<file path="config.mk">
export PLATFORM = sky130hd
export DESIGN_NAME = dafx_gain_ramp_ctrl
export DESIGN_NICKNAME = d
export VERILOG_FILES = /design/src/rtl/dafx_gain_ramp_ctrl.sv
export SDC_FILE = /design/constraint.sdc
export NUM_CORES = 1
export LEC_CHECK = 0
export ABC_AREA = 1
export CAP_MARGIN = 20
export CORE_UTILIZATION = 35
export CTS_CLUSTER_DIAMETER = 40
export DETAILED_ROUTE_END_ITERATION = 7
export GPL_TIMING_DRIVEN = 1
export PLACE_DENSITY_LB_ADDON = 0.1
export SLEW_MARGIN = 20
export SYNTH_ARGS = -nofsm -noshare
export SYNTH_HDL_FRONTEND = slang
export SYNTH_SLANG_ARGS = --single-unit
</file>
<file path="constraint.sdc">
create_clock -name clk -period 8.86 [get_ports clk]
set_clock_uncertainty 0.15 [all_clocks]
set_input_delay 0.886 -clock clk [delete_from_list [all_inputs] [get_ports clk]]
set_output_delay 0.886 -clock clk [all_outputs]
set_load 0.005 [all_outputs]
</file>
<file path="src/rtl/dafx_gain_ramp_ctrl.sv">
// Zipper-free gain sequencer: each frame strobe scans all gain slots once, moving every
// live mixer gain toward its software target by at most one step without overshooting.
module dafx_gain_ramp_ctrl #(
  parameter int NR_OF_CHANNELS_P = 3,
  parameter int GAIN_WIDTH_P     = 24,
  parameter int STEP_WIDTH_P     = 16
) (
  input  logic                                           clk,
  input  logic                                           rst_n,
  input  logic                                           fs_strobe,
  input  logic [NR_OF_CHANNELS_P-1:0][GAIN_WIDTH_P-1:0]  cr_target_gain,
  input  logic [GAIN_WIDTH_P-1:0]                        cr_target_output_gain,
  input  logic [STEP_WIDTH_P-1:0]                        cr_ramp_step,
  input  logic                                           cmd_gain_snap,
  output logic [NR_OF_CHANNELS_P-1:0][GAIN_WIDTH_P-1:0]  ramp_gain,
  output logic [GAIN_WIDTH_P-1:0]                        ramp_output_gain,
  output logic                                           ramp_busy,
  output logic                                           ramp_done,
  output logic [NR_OF_CHANNELS_P:0]                      sr_ramp_active,
  output logic [15:0]                                    sr_overrun_count
);

  localparam int NS     = NR_OF_CHANNELS_P + 1;
  localparam int GW     = GAIN_WIDTH_P;
  localparam int SLOT_W = (NS > 1) ? $clog2(NS) : 1;
  localparam logic [SLOT_W-1:0] LAST_SLOT = SLOT_W'(NR_OF_CHANNELS_P);

  typedef enum logic [1:0] {IDLE = 2'd0, SCAN = 2'd1, DONE = 2'd2} state_e;

  state_e                 state_q, state_d;
  logic [SLOT_W-1:0]      slot_q, slot_d;
  logic [NS-1:0][GW-1:0]  gain_q, gain_d;
  logic [NS-1:0]          active_q, active_d;
  logic [15:0]            ovr_q, ovr_d;

  logic [NS-1:0][GW-1:0]  tgt_all;
  logic [GW-1:0]          cur, tgt, nxt, step_g;
  logic signed [GW:0]     diff;
  logic [GW:0]            mag, step_ext;

  // The output gain rides along as the last slot so one datapath serves every gain.
  assign tgt_all = {cr_target_output_gain, cr_target_gain};

  always_comb begin
    cur      = gain_q[slot_q];
    tgt      = tgt_all[slot_q];
    step_g   = GW'(cr_ramp_step);
    step_ext = {1'b0, step_g};
    diff     = $signed({1'b0, tgt}) - $signed({1'b0, cur});
    mag      = diff[GW] ? $unsigned(-diff) : $unsigned(diff);
    if (cur == tgt) begin
      nxt = cur;
    end else if (cr_ramp_step == '0 || mag <= step_ext) begin
      nxt = tgt;
    end else if (!diff[GW]) begin
      nxt = cur + step_g;
    end else begin
      nxt = cur - step_g;
    end
  end

  always_ff @(posedge clk or negedge rst_n) begin
    if (!rst_n) begin
      state_q  <= IDLE;
      slot_q   <= '0;
      gain_q   <= '0;
      active_q <= '0;
      ovr_q    <= '0;
    end else begin
      state_q  <= state_d;
      slot_q   <= slot_d;
      gain_q   <= gain_d;
      active_q <= active_d;
      ovr_q    <= ovr_d;
    end
  end

  always_comb begin
    state_d = state_q;
    if (cmd_gain_snap) begin
      state_d = IDLE;
    end else begin
      unique case (state_q)
        IDLE:    if (fs_strobe) state_d = SCAN;
        SCAN:    if (slot_q == LAST_SLOT) state_d = DONE;
        DONE:    state_d = IDLE;
        default: state_d = IDLE;
      endcase
    end
  end

  // Slot counter, gain datapath and overrun counter; snap overrides everything.
  always_comb begin
    slot_d   = '0;
    gain_d   = gain_q;
    active_d = active_q;
    ovr_d    = ovr_q;
    if (cmd_gain_snap) begin
      gain_d   = tgt_all;
      active_d = '0;
    end else begin
      if (state_q == SCAN) begin
        slot_d           = (slot_q == LAST_SLOT) ? '0 : slot_q + 1'b1;
        gain_d[slot_q]   = nxt;
        active_d[slot_q] = (nxt != tgt);
      end
      if (fs_strobe && state_q != IDLE && ovr_q != 16'hFFFF) begin
        ovr_d = ovr_q + 16'd1;
      end
    end
  end

  always_comb begin
    ramp_busy        = (state_q != IDLE);
    ramp_done        = (state_q == DONE);
    ramp_gain        = gain_q[NS-2:0];
    ramp_output_gain = gain_q[NS-1];
    sr_ramp_active   = active_q;
    sr_overrun_count = ovr_q;
  end

endmodule

</file>
==> impl_results.md, run 1 <==
- Cell area after synthesis: 12400 µm²
- Postcts setup bufs: 0
- Final ANT Viol Nets: 0
- Final slew viol count: 0
- Hold WC Path Type: input port to async pin
- Final #Nets: between 2000 and 2500
- DR vias/cell: ~5.4
- Buffers on Ports: 233
- CTS Sinks: 120
- Drt first pass iters: 7
- Aggregate global routing overflow: 0
- Max_cap viols: 0
- FP Rows: between 60 and 70
- Hold Vio Cnt, Final: 0
- FILL cells: about 3600
- XOR/XNOR Fraction of Synth Area: about 4.7%
- Synth Area in Adders: approximately 7.4%
- Clk buf depth: 2
- Initial antenna violation count: 0
- Max FO, Critical Path: 32
- # setup viols final: 0
- Antenna Cells: 0
- Main synth FF type: dfrtp_1
- Slowest-stage cell, CP: dfrtp_4
- Synth warnings: 0
- Vias: roughly 14000
- Worst slew pin tran: about 1.1 ns
- Tcrit/Tclk final: 88.0%
- Critical path class: flop to flop
- Most used cell, CP: nand2_1
- Min cycle time layout: 7.80 ns
- RSZ-0062 raised after global routing: no
- Layout area overhead: 27.9%
- RD Place Congestion: approximately 0.91
- CP required: around 9.0 ns
- Drt drc: 0
- Leakage: ~7.7 nW
- Die ar.: around 36000 µm²
- Synth Area in Simple Gates: 38.2%
- Proportion of synthesized area in mux cells: 0%
- H-tree lvl count: 4
- Clk root buf: clkbuf_16
- Worst skew pair latency: about 0.43 ns
- WP data arrival: between 7 and 8 ns
- Final Non-Filler Cells: ~2600
- Mean Syn Cell Area: 6.26 µm²
- Post-DP HPWL: approximately 40 mm
- GRT Util Overall: between 20% and 30%
- Cts hold-fix bufs: 0
- Mapped Nets: around 2200
- CTS tree: built
- Peak VDD IR: roughly 0.16 mV
- Clk pin slew, worst setup/hold paths: 0.06 ns
- Post-synth cell types: 41
- Fin Hold WS: 0.265 ns
- Num ports: 234
- Vias in the first global route: approximately 13000
- Critical Path Source Type: flop
- Status: finished, final reports clean
- #FFs+latches synth: 120
- Synth Area in Compound Gates: 15.8%
- Core area: roughly 35000 µm²
- CP Capture Type: flop
- Die height: about 190 µm
- Detailed Route WL: around 50 mm
- Worst path max stage delay: 0.62 ns
- Fin Setup TNS: 0 ns
- Share of synthesized registers carrying an async set or reset: 100%
- Post-CTS sizing: 0
- Routed len/inst: 18.9 µm
- Cells after Synth: between 1500 and 2000
- Slew HR: around a quarter
- FMAX: 0.128 GHz
- Layout cells sized above 1: 5.68%
- Combinational family with the most area after synthesis: simple AND/OR/NAND/NOR gates
- Placed insts: between 2000 and 3000
- PD cells: around 350 nW/µm²
- Drt first-iter violations: approximately 1500
- Seq/Total Area, Yosys: about a quarter
- Post-synth EDFFs: 0
- First-pass GRT wire length: approximately 77 mm
- Pin count of the biggest net entering global routing: 79
- Die Width: 190 µm
- Starting Density: roughly 36%
- TritonCTS Buffers: 17
final timing paths:
kind / startpoint / endpoint / cells past startpoint / slack [ns]
max: slot_q[0]$_DFF_PN0_ / sr_ramp_active[1]$_DFFE_PN0P_ / 41 / 1.06
max in group asynchronous: rst_n / ramp_gain[17]$_DFFE_PN0P_ / 2 / 7.21
min: rst_n / ramp_output_gain[1]$_DFFE_PN0P_ / 1 / 0.26
min reg2reg: sr_overrun_count[9]$_DFFE_PN0P_ / sr_overrun_count[9]$_DFFE_PN0P_ / 1 / 0.35
min in group clk: sr_overrun_count[9]$_DFFE_PN0P_ / sr_overrun_count[9]$_DFFE_PN0P_ / 1 / 0.35
max reg2reg: slot_q[0]$_DFF_PN0_ / sr_ramp_active[1]$_DFFE_PN0P_ / 41 / 1.06
Yosys cell counts (all sizes together) (2+ instances only):
cell	number	area (µm²)
nand3	153	836
or2	6	37.5
a32oi	34	298
nor3	22	110
nand2	746	2880
clkinv	2	7.51
clkbuf	63	236
nand3b	26	195
o21a	3	30.0
o21ai	52	260
xor2	49	429
ha	70	876
fa	2	40.0
buf	14	91.3
inv	229	860
xnor2	17	149
o21bai	6	45.0
nor2	136	531
o22ai	13	81.3
dfrtp	120	3000
nand4	18	113
o211ai	85	638
a21oi	91	459
nor4	2	12.5
o221ai	12	105
kinds of logic after synthesis:
logic type,after synthesis
XOR/XNOR,66
AO/OA/AOI/OAI,301
AND/OR/NAND/NOR,1110
flip-flops,120
buffers and inverters,308
adder cells (fa/ha/maj),72
area by class of cell:
| class | count | area (µm²) | area share [%] |
|---|---|---|---|
| tap | 455 | 569 | 3.60 |
| multi-input combinational | 1549 | 8220 | 52.0 |
| sequential | 120 | 3010 | 19.0 |
| inverter | 231 | 867 | 5.48 |
| clock inverter | 6 | 136 | 0.862 |
| timing repair buffer | 253 | 2510 | 15.9 |
| clock buffer | 25 | 505 | 3.20 |
registers in the layout, indices dropped and copies added, names as in the netlist:
name / count
sr_ramp_active: 4
state_q: 2
ramp_output_gain: 24
slot_q: 2
ramp_gain: 72
sr_overrun_count: 16
where the power goes:
group / switching, mW / internal, mW / total, mW
logic: 2.57 / 1.45 / 4.02
clock network: 0.261 / 0.507 / 0.769
registers: 0.0891 / 0.631 / 0.720
layout by cell type (no fill, tap or decap), types with 3 or more instances in the layout:
cell type,netlist,routed
a21oi_1,90,86
a21oi_4,0,4
a32oi_1,34,34
buf_12,0,3
buf_4,1,18
bufinv_16,0,4
clkbuf_1,63,3
clkbuf_16,0,17
clkbuf_8,0,5
clkdlybuf4s50_1,0,231
dfrtp_1,120,119
ha_1,70,70
inv_1,225,221
inv_2,4,8
nand2_1,715,715
nand2_2,31,31
nand3_1,139,139
nand3_2,14,14
nand3b_1,26,26
nand4_1,18,18
nor2_1,128,128
nor2_2,8,8
nor3_1,22,22
o211ai_1,85,85
o21ai_0,51,51
o21bai_1,6,6
o221ai_1,12,12
o22ai_1,13,13
or2_2,6,6
xnor2_1,17,17
xor2_1,49,49
worst max-delay path: cells and delay by family, from the launching register on:
family | cells | cell delay, ns
buffers and inverters | 6 | 1.18
DFF | 1 | 0.62
xor gates and xnor gates | 2 | 0.30
and+or+nand+nor | 22 | 2.11
adders and majority gates | 3 | 1.01
AOI/OAI and AO/OA | 8 | 2.27
layer usage:
layer | part of all wire, % | track usage [%] | vias to the layer above
met4 | 1.2 | 5.99 | 0
met3 | 8.4 | 4.08 | 43
met1 | 48 | 41.4 | 6731
li1 | - | - | 6885
met2 | 42 | 40.9 | 666
met5 | 0 | 0 | -
per-stage QoR:
step / setup WS [ns] / power [mW] / cell area [µm²] / util (%)
4_1_cts: 1.15 / 5.48 / 15800 / 45.7
6_report: 1.06 / 5.51 / 15800 / 45.7
5_1_grt: 0.258 / 6.05 / 15800 / 45.7
3_5_place_dp: 0.954 / 4.70 / 15200 / 43.8
3_3_place_gp: 1.09 / 4.66 / 15200 / 43.8
2_1_floorplan: 2.07 / 3.54 / 12400 / -
Note: power is estimated with default switching activity, not from simulation.
==> inputs of run 2 (changes only) <==
Settings changed: CORE_ASPECT_RATIO set to 2, CTS_CLUSTER_SIZE set to 28.
==> impl_results.md, run 2 (synthesis results as in run 1) <==
- Status: finished, final reports clean
- First-pass GRT wire length: approximately 81 mm
- Slew HR: 32.8%
- FMAX: 0.126 GHz
- Die ar.: 36100 µm²
- RD Place Congestion: between 1 and 1.5
- Die height: 268 µm
- Drt drc: 0
- Final slew viol count: 0
- CP delay by family, top: compound AO/OA/AOI/OAI gates
- Detailed Route WL: approximately 53 mm
- Hold WC Path Type: flop to flop
- Max FO, Critical Path: 31
- Max reg flops: between 70 and 80
- Aggregate global routing overflow: 0
- Post-CTS sizing: 0
- Clk root buf: clkbuf_16
- CTS Sinks: between 100 and 150
- CP required: ~9 ns
- Cts hold-fix bufs: 0
- Placed Area: between 15000 and 20000 µm²
- Worst reg-to-reg path cell count: 36
- Postcts setup bufs: 0
- Fin Hold WS: 0.340 ns
- Core area: between 30000 and 40000 µm²
- Worst slew pin tran: between 1 and 1.5 ns
- CP Capture Type: flop
- H-tree lvl count: 4
- Final worst setup slack: between 0.9 and 1 ns
- Critical path startpoint: slot_q[1]$_DFF_PN0_
- Worst r2r src: slot_q[1]$_DFF_PN0_
- FP Rows: a little under 100
- CTS tree: built
- Drt first pass iters: 5
- Vias: 14400
- Final ANT Viol Nets: 0
- Buffers on Ports: around 230
- Max_cap viols: 0
- Reg2Reg Capture Point: sr_ramp_active[2]$_DFFE_PN0P_
- Worst skew pair latency: 0.43 ns
- RSZ-0062 raised after global routing: no
- CP Depth: 36
- GRT Util Overall: ~30%
- Pre-CTS setup slack: approximately 0.8 ns
- Layout area overhead: 27.8%
- Min cycle time layout: 7.91 ns
- Num ports: around 230
- Slowest-stage cell, CP: a32oi_1
- Initial antenna violation count: 2
- DR vias/cell: ~5.5
- Leakage: just under 8 nW
- Hold Vio Cnt, Final: 0
- # setup viols final: 0
- Final core utilization: 45.2%
- Leading cell type in the layout, fill and taps excluded: nand2_1
- Fin Setup TNS: 0 ns
- Die Width: between 100 and 150 µm
- Vias in the first global route: approximately 14000
- Most frequent cells in the layout: 715 x nand2_1, 231 x clkdlybuf4s50_1, 223 x inv_1, 139 x nand3_1, 128 x nor2_1
- Layout cells sized above 1: roughly 5.8%
- TritonCTS Buffers: 17
- PD cells: approximately 350 nW/µm²
- Tcrit/Tclk final: about nine tenths
- Starting Density: a little over a third
- WP data arrival: between 8 and 9 ns
- Clk pin slew, worst setup/hold paths: around 0.06 ns
- Post-DP HPWL: between 40 and 50 mm
- Post-route cell area: ~16000 µm²
- Drt first-iter violations: 976
- Critical path class: flop to flop
- Final Power: between 5 and 6 mW
- Final #Nets: between 2000 and 2500
- Worst path max stage delay: about 0.54 ns
- Placed insts: approximately 2600
- Critical Path Source Type: flop
- CP Buf/Inv Count: 8
- Clk buf depth: 2
- Pin count of the biggest net entering global routing: about 110
- Routed len/inst: ~20 µm
- Worst setup path end: sr_ramp_active[2]$_DFFE_PN0P_
- Final Non-Filler Cells: between 2000 and 3000
- Peak VDD IR: ~0.16 mV
- Worst R2R Setup Slack: between 0.9 and 1 ns
- Most used cell, CP: nand2_1
-- run 2: cell count changes in the layout (fill, tap and decap cells not counted), moves of 2 or more --
cell,before,now
clkinv_2,0,4
a21oi_2,1,4
a21oi_4,4,1
clkbuf_8,5,2
buf_4,18,20
diode_2,0,2
inv_1,221,223
inv_2,8,6
-- run 2: cell type report --
cell class	count	area, µm²
Sequential cell	120	3010
Tap cell	445	557
Multi-Input combinational cell	1549	8190
Fill cell	3755	19200
Inverter	231	867
Clock inverter	9	148
Antenna cell	2	5.00
Timing Repair Buffer	257	2560
Clock buffer	22	464
-- run 2: worst min-delay path by stage --
stage / slack (ns) / start / depth (start not counted) / endpoint
after detailed placement: 0.33 / sr_ramp_active[2]$_DFFE_PN0P_ / 2 / sr_ramp_active[2]$_DFFE_PN0P_
after global routing: 0.37 / sr_overrun_count[14]$_DFFE_PN0P_ / 1 / sr_overrun_count[14]$_DFFE_PN0P_
after global placement: 0.32 / sr_ramp_active[2]$_DFFE_PN0P_ / 2 / sr_ramp_active[2]$_DFFE_PN0P_
final: 0.34 / sr_overrun_count[14]$_DFFE_PN0P_ / 1 / sr_overrun_count[14]$_DFFE_PN0P_
after CTS: 0.34 / sr_ramp_active[2]$_DFFE_PN0P_ / 2 / sr_ramp_active[2]$_DFFE_PN0P_
after floorplan: 0.32 / sr_ramp_active[2]$_DFFE_PN0P_ / 2 / sr_ramp_active[2]$_DFFE_PN0P_
-- run 2: metal layers --
layer	part of all wire, %	wire [µm]	global-route usage, %
met1	35	18600	29.7
met2	54	28600	56.8
met3	5.5	2960	4.19
met4	6.1	3270	18.4
met5	0	0	0
-- run 2: where the power goes --
group	internal, mW	switching, mW	total (mW)
Sequential	0.631	0.0861	0.717
Combinational	1.46	2.64	4.10
Clock	0.482	0.257	0.739
==> inputs of run 3 (changes only) <==
--- a/config.mk
+++ b/config.mk
@@ -9,5 +9,6 @@
 export CAP_MARGIN = 20
 export CORE_ASPECT_RATIO = 2
-export CORE_UTILIZATION = 35
+export CORE_UTILIZATION = 42
+export CTS_BUF_LIST = sky130_fd_sc_hd__clkbuf_16
 export CTS_CLUSTER_DIAMETER = 40
 export CTS_CLUSTER_SIZE = 28
--- a/constraint.sdc
+++ b/constraint.sdc
@@ -3,3 +3,3 @@
 set_input_delay 0.886 -clock clk [delete_from_list [all_inputs] [get_ports clk]]
 set_output_delay 0.886 -clock clk [all_outputs]
-set_load 0.005 [all_outputs]
+set_load 0.05 [all_outputs]
==> impl_results.md, run 3 (synthesis results as in run 1) <==
- Number of cells on the worst hold path: 2
- Leakage: ~7.7 nW
- Leading cell type in the layout, fill and taps excluded: nand2_1
- Area occupied by registers: about 3000 µm²
- Hold path endpoint: sr_ramp_active[2]$_DFFE_PN0P_
- Post-DP HPWL: 39.9 mm
- Drt drc: 0
- Drt first-iter violations: 1046
- First-pass GRT wire length: between 70 and 80 mm
- PD cells: about 370 nW/µm²
- Reg2Reg Capture Point: sr_ramp_active[3]$_DFFE_PN0P_
- Postcts setup bufs: 0
- Cts hold-fix bufs: 0
- DR vias/cell: around 5.7
- Starting Density: approximately 43%
- Die height: between 200 and 250 µm
- Min cycle time layout: approximately 8 ns
- Final Non-Filler Cells: between 2000 and 3000
- Fin Setup TNS: 0 ns
- Die Width: roughly 120 µm
- Tcrit/Tclk final: ~90%
- CP Capture Type: flop
- Routed len/inst: between 20 and 25 µm
- Worst skew pair latency: between 0.4 and 0.5 ns
- H-tree lvl count: 4
- Slew HR: between 20% and 30%
- Max_cap viols: 0
- TritonCTS Buffers: 17
- Worst path max stage delay: roughly 0.56 ns
- CTS tree: built
- Worst R2R Setup Slack: slightly below 0.9 ns
- CP Buf/Inv Count: 6
- Clk root buf: clkbuf_16
- Die ar.: 30200 µm²
- Final Power: between 5 and 6 mW
- # setup viols final: 0
- Layout area overhead: 26.6%
- Vias in the first global route: roughly 14000
- Slowest-stage cell, CP: a32oi_1
- RSZ-0062 raised after global routing: no
- Worst reg-to-reg path cell count: 34
- Clk pin slew, worst setup/hold paths: around 0.060 ns
- Placed insts: 2513
- CTS Sinks: 120
- Layout cells sized above 1: ~5.6%
- Fin Hold WS: 0.331 ns
- Status: finished, final reports clean
- Detailed Route WL: just over 50 mm
- Most used cell, CP: nand2_1
- Initial antenna violation count: 2
- CP required: around 9 ns
- WP data arrival: slightly above 8 ns
- Core area: 28800 µm²
- Peak VDD IR: roughly 0.23 mV
- Max FO, Critical Path: 30
- Buffers on Ports: approximately 230
- GRT Util Overall: approximately 34%
- Final ANT Viol Nets: 0
- Final #Nets: between 2000 and 2500
- Final core utilization: 54.3%
- Pin count of the biggest net entering global routing: 111
- Hold path startpoint: sr_ramp_active[2]$_DFFE_PN0P_
- Worst slew pin tran: 1.19 ns
- RD Place Congestion: approximately 1.0
- Worst r2r src: slot_q[0]$_DFF_PN0_
- Hold Vio Cnt, Final: 0
- Aggregate global routing overflow: 0
- FILL cells: 2945
- Final slew viol count: 0
- Area occupied by multi-input gates: between 8000 and 9000 µm²
- FMAX: around 0.13 GHz
- Critical path class: flop to flop
- Most frequent cells in the layout: 715 x nand2_1, 231 x clkdlybuf4s50_1, 223 x inv_1, 139 x nand3_1, 128 x nor2_1
- Max reg flops: 72
- Critical Path Source Type: flop
- CP delay by family, top: compound AO/OA/AOI/OAI gates
- Drt first pass iters: 6
- Clk buf depth: 2
- Num ports: ~230
- Vias: about 15000
- Post-CTS sizing: 0
- Hold WC Path Type: flop to flop
- FP Rows: 88
run 3: changes by cell type in the layout (fill, tap and decap cells not counted), sizes merged:
cell / change
clkinv: +2
clkinvlp: +4
clkbuf: -5
buf: -4
run 3: cell type report:
cell class | instances | share of cell area (%)
sequential | 120 | 19.2
clock buffer | 17 | 2.72
clock inverter | 15 | 1.17
timing repair buffer | 253 | 16.0
inverter | 231 | 5.54
multi-input combinational | 1549 | 52.5
antenna | 2 | 0.0320
tap | 360 | 2.88
run 3: stage by stage:
step | worst slack (ns) | area, µm²
2_1_floorplan | 2.07 | 12400
3_3_place_gp | 1.00 | 15000
3_5_place_dp | 0.833 | 15000
4_1_cts | 1.06 | 15600
5_1_grt | 0.398 | 15700
6_report | 0.889 | 15700
run 3: worst max-delay path by stage:
stage,from,endpoint,slack [ns],cells after the start
after floorplan,slot_q[0]$_DFF_PN0_,sr_ramp_active[0]$_DFFE_PN0P_,2.07,46
after global placement,cr_target_gain[0],sr_ramp_active[2]$_DFFE_PN0P_,1.00,41
after detailed placement,cr_target_gain[0],sr_ramp_active[3]$_DFFE_PN0P_,0.83,41
after CTS,slot_q[0]$_DFF_PN0_,sr_ramp_active[3]$_DFFE_PN0P_,1.06,34
after global routing,slot_q[0]$_DFF_PN0_,sr_ramp_active[3]$_DFFE_PN0P_,0.40,34
final,slot_q[0]$_DFF_PN0_,sr_ramp_active[3]$_DFFE_PN0P_,0.89,34
run 3: worst min-delay path, cell delays in order, from the launching register on:
cell	delay (ns)
dfrtp_1	0.34
nand2_1	0.06
nand2_1	0.05
run 3: routing by layer:
layer  share of wire, %  wire length (µm)  track usage [%]
met3                6.5              3330             4.95
met5                  0                 0                0
met4                8.0              4100             26.6
met2                 52             26500             60.8
met1                 34             17300             34.0
run 3: power by group:
part | total [mW] | switching [mW] | internal (mW)
Combinational | 4.38 | 2.92 | 1.46
Clock | 0.730 | 0.266 | 0.464
Sequential | 0.712 | 0.0811 | 0.631
Total | 5.82 | 3.27 | 2.55
